## src/rtl/fetch_stage.sv

```systemverilog
`default_nettype none
// ============================================================================
// Module      : fetch_stage
// Description : Pipeline instruction-fetch stage. Owns the program counter,
//               drives the word-aligned fetch address to a zero-latency
//               instruction memory and captures the returned word into the
//               IF/ID pipeline register. Decode-stage stall, flush and
//               branch/jump redirects are handled here. The stage also keeps
//               fetch/stall statistics and a sticky misaligned-redirect flag.
// Ports       : Clk, Reset           - clock, synchronous active-high reset
//               Stall, Flush         - hold stage / squash current fetch
//               BranchTaken/Target   - taken-branch redirect from ID
//               Jump/JumpTarget      - jump redirect from ID (beats branch)
//               Instruction          - memory read data for Address
//               Address              - fetch byte address (= PC)
//               IFID_*               - IF/ID register contents
//               FetchCount           - valid instructions delivered to IF/ID
//               StallCount           - cycles held by Stall
//               AlignFault           - sticky: redirect target not aligned
// Revision    : 1.0 - initial release
// ============================================================================
module fetch_stage #(
    parameter logic [31:0] RESET_PC   = 32'h0000_0000,
    parameter logic [31:0] NOP_WORD   = 32'h0000_0000,
    parameter int          IMEM_WORDS = 1024
) (
    input  logic        Clk,
    input  logic        Reset,
    input  logic        Stall,
    input  logic        Flush,
    input  logic        BranchTaken,
    input  logic [31:0] BranchTarget,
    input  logic        Jump,
    input  logic [31:0] JumpTarget,
    input  logic [31:0] Instruction,
    output logic [31:0] Address,
    output logic [31:0] IFID_Instruction,
    output logic [31:0] IFID_PCPlus4,
    output logic        IFID_Valid,
    output logic [31:0] FetchCount,
    output logic [31:0] StallCount,
    output logic        AlignFault
);

    // Byte-address mask for the instruction memory; PC+4 wraps within it.
    localparam logic [31:0] c_pc_mask = 32'(4 * IMEM_WORDS - 1);

    logic [31:0] pc_q,         pc_d;
    logic [31:0] ifid_instr_q, ifid_instr_d;
    logic [31:0] ifid_pc4_q,   ifid_pc4_d;
    logic        ifid_valid_q, ifid_valid_d;
    logic [31:0] fetch_cnt_q,  fetch_cnt_d;
    logic [31:0] stall_cnt_q,  stall_cnt_d;
    logic        align_q,      align_d;

    logic        w_redirect;
    logic [31:0] w_target;
    logic [31:0] w_pc_plus4;

    // Jump has priority over a simultaneous taken branch.
    assign w_redirect = Jump | BranchTaken;
    assign w_target   = Jump ? JumpTarget : BranchTarget;
    assign w_pc_plus4 = (pc_q + 32'd4) & c_pc_mask;

    always_comb begin
        pc_d         = pc_q;
        ifid_instr_d = ifid_instr_q;
        ifid_pc4_d   = ifid_pc4_q;
        ifid_valid_d = ifid_valid_q;
        fetch_cnt_d  = fetch_cnt_q;
        stall_cnt_d  = stall_cnt_q;
        align_d      = align_q;

        // Program counter: a redirect overrides Stall.
        if (w_redirect) begin
            pc_d = w_target & ~32'd3;
            if (w_target[1:0] != 2'b00) begin
                align_d = 1'b1;
            end
        end else if (!Stall) begin
            pc_d = w_pc_plus4;
        end

        // IF/ID: squash the wrong-path word on any redirect or flush.
        if (w_redirect || Flush) begin
            ifid_instr_d = NOP_WORD;
            ifid_pc4_d   = 32'd0;
            ifid_valid_d = 1'b0;
        end else if (!Stall) begin
            ifid_instr_d = Instruction;
            ifid_pc4_d   = w_pc_plus4;
            ifid_valid_d = 1'b1;
            fetch_cnt_d  = fetch_cnt_q + 32'd1;
        end

        if (Stall && !w_redirect) begin
            stall_cnt_d = stall_cnt_q + 32'd1;
        end
    end

    always_ff @(posedge Clk) begin
        if (Reset) begin
            pc_q         <= RESET_PC;
            ifid_instr_q <= NOP_WORD;
            ifid_pc4_q   <= 32'd0;
            ifid_valid_q <= 1'b0;
            fetch_cnt_q  <= 32'd0;
            stall_cnt_q  <= 32'd0;
            align_q      <= 1'b0;
        end else begin
            pc_q         <= pc_d;
            ifid_instr_q <= ifid_instr_d;
            ifid_pc4_q   <= ifid_pc4_d;
            ifid_valid_q <= ifid_valid_d;
            fetch_cnt_q  <= fetch_cnt_d;
            stall_cnt_q  <= stall_cnt_d;
            align_q      <= align_d;
        end
    end

    assign Address          = pc_q;
    assign IFID_Instruction = ifid_instr_q;
    assign IFID_PCPlus4     = ifid_pc4_q;
    assign IFID_Valid       = ifid_valid_q;
    assign FetchCount       = fetch_cnt_q;
    assign StallCount       = stall_cnt_q;
    assign AlignFault       = align_q;

endmodule
`default_nettype wire

```

## config.mk

```make
export PLATFORM = sky130hd
export DESIGN_NAME = fetch_stage
export DESIGN_NICKNAME = d
export VERILOG_FILES = /design/src/rtl/fetch_stage.sv
export SDC_FILE = /design/constraint.sdc
export NUM_CORES = 1
export LEC_CHECK = 0
export CORE_ASPECT_RATIO = 0.6
export CORE_MARGIN = 5
export CORE_UTILIZATION = 44
export CTS_CLUSTER_SIZE = 10
export DETAILED_ROUTE_END_ITERATION = 6
export PLACE_DENSITY = 0.81
export SYNTH_ARGS = -nofsm -noshare
export SYNTH_HDL_FRONTEND = slang
export SYNTH_SLANG_ARGS = --single-unit
```

## constraint.sdc

```tcl
create_clock -name Clk -period 3 [get_ports Clk]
set_clock_uncertainty 0.15 [all_clocks]
set_input_delay 0.45 -clock Clk [delete_from_list [all_inputs] [get_ports Clk]]
set_output_delay 0.45 -clock Clk [all_outputs]
set_load 0.03 [all_outputs]
```

* Word level (Yosys, flattened, before mapping)
Index checks and enable logic that the tools add are counted.
Word-level totals: register bits 142
Cells by class: add/sub/neg operators 3, equality and inequality tests 1, muxes and demuxes 3, bitwise gates (word level) 3, reductions and logical operators 8
Operator list (count):
- $mux 32 | 3
- $add 32x1->32 const B | 2
- $add 12x3->12 const B | 1
- $reduce_and 2->1 | 2
- $reduce_or 2->1 | 2
- $ne 2x1->1 const B | 1
- $not 1->1 | 2
- $reduce_bool 2->1 | 1
- $logic_and 1x1->1 | 1
- $logic_not 1->1 | 1
- $logic_or 1x1->1 | 1
- $or 1x1->1 | 1

* Longest topological paths before layout
Gate-level depths: netlist of run 1.
word-level depth 4, mapped depth 7

* Least setup slack after synthesis of run 1
Ideal clock, no wire load.
kind input port to flip-flop, start point input port Jump, end point register stall_cnt_q[31] (netlist: StallCount[31]), setup time 0.121 ns, arrival 2.390 ns, data required time 2.729 ns, setup slack 0.340 ns, cell stages on the path 6, path buffers 2, path through buf_2 or3b_1 or4_1 clkbuf_1 nor4_1 mux2_2
Between the ends: cells in the longest elaborated chain, start to end 3
RTL lines:
- start, declared | line 33 | input logic Jump,
- $or 1x1->1 | line 61 | assign w_redirect = Jump | BranchTaken;
- $logic_not 1->1 | line 96 | if (Stall && !w_redirect) begin
- $logic_and 1x1->1 | line 96
- end signal, assigned | line 116 | stall_cnt_q <= stall_cnt_d;
- end, declared | line 53 | logic [31:0] stall_cnt_q, stall_cnt_d;
Every way passes these cells. A chain may end at the register's enable or synchronous reset.

* Worst setup path after layout of run 1
start point input port Flush, end point register fetch_cnt_q[25] (netlist: FetchCount[25])
Between the ends: cells in the longest elaborated chain, start to end 3
RTL lines:
- start, declared | line 30 | input logic Flush,
- $logic_or 1x1->1 | line 85 | if (w_redirect || Flush) begin
- $not 1->1 (no line)
- $reduce_and 2->1 (no line)
- end signal, assigned | line 115 | fetch_cnt_q <= fetch_cnt_d;
- end, declared | line 52 | logic [31:0] fetch_cnt_q, fetch_cnt_d;
Every way passes these cells.

==> results of run 1 <==
==> worst register-to-register path: stages, from the launching register on <==
cell	delay, ns
dfxtp_1	0.45
nand3_1	0.23
or4_1	0.80
or4_1	0.56
a21oi_1	0.15
==> sequential cells by signal, summed over array words and instances, names as in the netlist <==
register          cells
IFID_PCPlus4         10
AlignFault            1
Address              30
IFID_Instruction     32
IFID_Valid            1
StallCount           32
FetchCount           32
==> kinds of logic (layout without fill, tap and decap cells) <==
logic type	count (synthesis)	count (layout)	synth area share, %
simple gates	303	303	24.68
fa+ha+maj	3	3	0.5713
xor+xnor	28	28	3.732
other cells	1	24	0.05707
flops	138	138	42.04
buf+inv	99	305	7.292
compound gates	176	176	15.77
mux	38	38	5.864
==> layer usage <==
metal	GRT usage [%]	part of all wire, %
met1	28.38	43
met2	36.48	46
met3	9.585	11
met4	4.980	0.85
met5	0	0
==> Yosys cell counts, types with 24 or more instances <==
cell / n / area [sq um]
buf_4: 24 / 180.2
nand3_1: 25 / 125.1
clkbuf_1: 39 / 146.4
nor2_1: 86 / 322.8
o31ai_1: 27 / 202.7
dfxtp_1: 138 / 2763
mux2i_1: 34 / 340.3
o21ai_0: 24 / 120.1
a21oi_1: 98 / 490.5
or4_1: 28 / 210.2
nand2_1: 53 / 198.9
==> through the flow <==
| stage | hold WS, ns | area (sq um) | utilization (%) |
|---|---|---|---|
| detailed placement | 0.3020 | 9001 | 61.87 |
| global placement | 0.2872 | 9001 | 61.87 |
| global route | 0.2511 | 9532 | 65.51 |
| floorplan | 0.4248 | 6658 | - |
| finish | 0.2476 | 9532 | 65.51 |
| CTS | 0.2359 | 9532 | 65.51 |
==> power by group <==
group          total (mW)  switching, mW  leakage, nW  internal, mW
combinational       0.554          0.293         1.93         0.260
sequential           1.91         0.0378         1.12          1.87
clock                1.90          0.842        0.248          1.06
==> cell type report <==
cell class	count	area share, %
clock buffer	18	4.502
clock inverter	14	1.063
inverter	20	0.7876
multi-input combinational	572	35.89
sequential	138	28.98
tap	198	2.599
timing repair buffer	253	26.17
==> worst paths after layout <==
kind / from / to / slack, ns / cells past startpoint
setup / recovery: Flush / FetchCount[25] / 0.53 / 6
hold / removal: Reset / Address[4] / 0.25 / 2
setup reg to reg: StallCount[3] / StallCount[27] / 0.58 / 4
hold reg to reg: IFID_Valid / IFID_Valid / 0.31 / 2
==> summary.txt, run 1 <==
critical path arrival - 2.66 ns
Pwr Total - 4.362 mW
Slowest cell on crit path - or4_1
Relative slew margins - 35.00%
vias in the first global route - 6,195
DRC Markers - 0
fin cells - 1,213
die span in x - 167.8 microns
die height - 104.7 microns
Core ar. - 0.01455 sq mm
Clock Sinks - 138
Worst setup SP type - input port
slowest cell delay on critical path - 0.51 ns
most frequent cells in the layout - 235 x clkdlybuf4s50_1, 138 x dfxtp_1, 98 x a21oi_1
first-pass GRT wire length - 32,610 microns
Area growth, synth to finish - 45.05%
Seq cells post-synth - 138
max-slew violations - 0
Setup WS post-layout - 0.5276 ns
Final nets - 1,107
die area - 0.01756 sq mm
Initial Utilization - 45.17%
HPWL Detailed - 14,950 microns
DR vias - 6,466
Crit. End Element - register
Async SR Flop Fraction - 0%
crit path max fanout - 16
Worst Path Class, Setup - in -> reg
Worst path top cell family by delay - simple AND/OR/NAND/NOR gates
commonest non-fill, non-tap cell in the layout - clkdlybuf4s50_1
synthesized area per cell - 8.360 sq um
Post-synth EDFFs - 0
Clk pin slew, worst setup/hold paths - 0.06 ns
setup TNS - 0 ns
diodes inserted - 0
pre-CTS setup slack - 0.1326 ns
post-CTS setup buffers - 0
clk buf depth - 2
count of different cell masters after synthesis - 55
Gate Count Post-Synth - 786
clk root buf - clkbuf_16
worst-margin pin slew - 0.9750 ns
Port Buffers - 239
CTS tree - done
cts hold-fix bufs - 0
CP cell instances - clkdlybuf4s50_1 > or4_4 > or4_1 > buf_4 > or4b_1 > a21oi_1
DRT iter0 DRCs - 466
max-cap violation count - 0
I/O pin count - 264
worst path bufs/invs - 2
Worst IR Drop VDD - 0.3178 mV
storage element area - 0.002763 sq mm
H-tree depth - 4
status - completed
layout cells sized above 1 - 5.911%
aggregate routed wire length - 20,570 microns
Final Hold Fails - 0
Final ANT Viol Nets - 0
WP data required - 3.19 ns
post-route clock period utilization - 82.41%
worst-skew pair later-pin latency - 0.41 ns
worst hold path class - in -> reg
RSZ-0062 raised after global routing - no
dominant synthesized flop cell - dfxtp_1
std cell rows - 34
warning count from the yosys run - 0
Initial DRT Pass Iterations - 6
routability cong. - 0.8387
global route total overflow - 0
Mapped Area - 0.006571 sq mm
crit path time final - 2.472 ns
register area share after synthesis - 42.04%
GRT Total Usage - 22.61%
largest net degree at the start of global routing - 69
initial antenna violation count - 0
Power Density - 457.7 mW/mm^2
drt via density - 5.331
Wirelength per Cell - 16.96 microns
CTS Buf Count - 17
placed insts - 1,181
leakage power - 3.301 nW
Multi-input gate area - 0.003421 sq mm
# resized after CTS - 0
highest clock rate - 404.5 MHz
Finish-stage setup viols - 0
fill cell count - 1,225
Note: power is estimated with default switching activity, not from simulation.
==> run 2, diff against run 1 <==
Clock period 3 ns to 2.3 ns, I/O delays scaled along.
==> run 2 against run 1 <==
Die area is the same; flip-flop and latch count unchanged; power grew 44%; non-clock buffer count increased by 35; largest power group is now the clock network; via count grew 5.4%; critical path type unchanged.
==> summary.txt, run 2 (synthesis gave the netlist of run 1 again) <==
post-route clock period utilization - 95.89%
FF-to-FF setup slack - 0.17 ns (was 0.58 ns)
diodes inserted - 0 (unchanged)
first-pass GRT wire length - 34,040 microns (was 32,610 microns)
HPWL Detailed - 15,910 microns (was 14,950 microns)
Port Buffers - 239 (unchanged)
DRT iter0 DRCs - 562 (was 466)
fin cells - 1,249 (was 1,213)
routability cong. - 0.8493 (was 0.8387)
most frequent cells in the layout - 234 x clkdlybuf4s50_1, 138 x dfxtp_1, 96 x a21oi_1 (was 235 x clkdlybuf4s50_1, 138 x dfxtp_1, 98 x a21oi_1)
global route total overflow - 0 (unchanged)
critical path arrival - 2.40 ns (was 2.66 ns)
DRC Markers - 0 (unchanged)
crit path time final - 2.205 ns
post-CTS setup buffers - 0 (unchanged)
highest clock rate - 453.4 MHz
Final Hold Fails - 0 (unchanged)
CTS Buf Count - 17 (unchanged)
RSZ-0062 raised after global routing - no (unchanged)
worst-margin pin slew - 0.6022 ns (was 0.9750 ns)
std cell rows - 34 (unchanged)
Final nets - 1,143 (was 1,107)
Final ANT Viol Nets - 0 (unchanged)
H-tree depth - 4 (unchanged)
setup TNS - 0 ns (unchanged)
vias in the first global route - 6,484 (was 6,195)
clk root buf - clkbuf_16 (unchanged)
clk buf depth - 2 (unchanged)
GRT Total Usage - 23.53% (was 22.61%)
Clock Sinks - 138 (unchanged)
Initial Utilization - 45.17% (unchanged)
I/O pin count - 264 (unchanged)
max-cap violation count - 0 (unchanged)
max-slew violations - 0 (unchanged)
status - completed (unchanged)
placed insts - 1,216 (was 1,181)
Finish-stage setup viols - 0 (unchanged)
drt via density - 5.456 (was 5.331)
CTS tree - done (unchanged)
die height - 104.7 microns (unchanged)
leakage power - 3.548 nW (was 3.301 nW)
initial antenna violation count - 0 (unchanged)
Area growth, synth to finish - 52.02% (was 45.05%)
Clk pin slew, worst setup/hold paths - 0.06 ns (about the same)
worst-skew pair later-pin latency - 0.41 ns (about the same)
largest net degree at the start of global routing - 45 (was 69)
die span in x - 167.8 microns (unchanged)
die area - 0.01756 sq mm (unchanged)
Core ar. - 0.01455 sq mm (unchanged)
Worst Path Class, Setup - in -> reg (unchanged)
worst hold path class - in -> reg (unchanged)
Worst setup SP type - input port (unchanged)
commonest non-fill, non-tap cell in the layout - clkdlybuf4s50_1 (unchanged)
Crit. End Element - register (unchanged)
Initial DRT Pass Iterations - 5 (was 6)
DR vias - 6,815 (was 6,466)
aggregate routed wire length - 21,730 microns (was 20,570 microns)
WP data required - 2.49 ns (was 3.19 ns)
layout cells sized above 1 - 10.28% (was 5.911%)
Power Density - 627.4 mW/mm^2 (was 457.7 mW/mm^2)
fill cell count - 1,217 (was 1,225)
Relative slew margins - 59.85% (was 35.00%)
Wirelength per Cell - 17.40 microns (was 16.96 microns)
fin util - 68.66% (was 65.51%)
Worst IR Drop VDD - 0.4500 mV (was 0.3178 mV)
crit path max fanout - 7 (was 16)
[run 2: cell types whose count changed in the layout (fill, tap and decap cells not counted), sizes merged, moves of 2 or more]
cell,change
clkinv,-5
clkinvlp,-2
bufinv,+5
buf,+35
[run 2: layout make-up]
cell class | count | area [sq um] | share of cell area, %
Clock buffer | 19 | 432.9 | 4.334
Clock inverter | 13 | 216.5 | 2.167
Inverter | 20 | 75.07 | 0.7515
Multi-Input combinational cell | 573 | 3495 | 34.98
Sequential cell | 138 | 2763 | 27.66
Tap cell | 198 | 247.7 | 2.480
Timing Repair Buffer | 288 | 2760 | 27.63
[run 2: what timing repair did]
| action | CTS | global route |
|---|---|---|
| gates cloned | 1 | 0 |
| endpoints found under the setup margin | 16 | 6 |
| pin swaps | 1 | 4 |
| hold buffers | 0 | 0 |
| gates resized for setup | 3 | 8 |
[run 2: layer usage]
| layer | vias to the layer above | wire, microns | GRT usage (%) |
|---|---|---|---|
| li1 | 3284 | - | - |
| met1 | 3241 | 8815 | 28.36 |
| met2 | 263 | 10360 | 38.92 |
| met3 | 27 | 2225 | 9.925 |
| met4 | 0 | 334 | 6.312 |
| met5 | - | 0 | 0 |
[run 2: path summary, 6_finish.rpt]
kind / from / end / depth (start not counted)
setup / recovery: Flush / FetchCount[31] / 5
hold / removal: Reset / StallCount[11] / 2
setup reg to reg: StallCount[2] / StallCount[27] / 5
hold reg to reg: IFID_Valid / IFID_Valid / 2
[run 2: where the power goes]
| part | switching [mW] | total, mW | internal, mW | leakage, nW |
|---|---|---|---|---|
| combinational | 0.395 | 0.744 | 0.349 | 2.12 |
| sequential | 0.0479 | 2.49 | 2.44 | 1.12 |
| clock | 1.10 | 3.04 | 1.94 | 0.305 |
[run 2: metrics by stage]
stage | power [mW] | setup slack [ns] | cell area [sq um] | hold slack, ns
after floorplan | 2.952 | -0.1707 | 6691 | 0.3328
after global placement | 3.269 | -0.5752 | 9283 | 0.2889
after detailed placement | 3.280 | -0.6078 | 9283 | 0.3010
after CTS | 6.314 | 0.01151 | 9952 | 0.05931
after global routing | 6.474 | 0.04761 | 9990 | 0.08433
final | 6.267 | 0.09462 | 9990 | 0.07878
[run 2: critical path, cell delays in order]
cell and delay [ns]:
dlymetal6s2s_1 0.13, or4_4 0.61, or4_4 0.61, or4b_4 0.56
a21oi_2 0.14
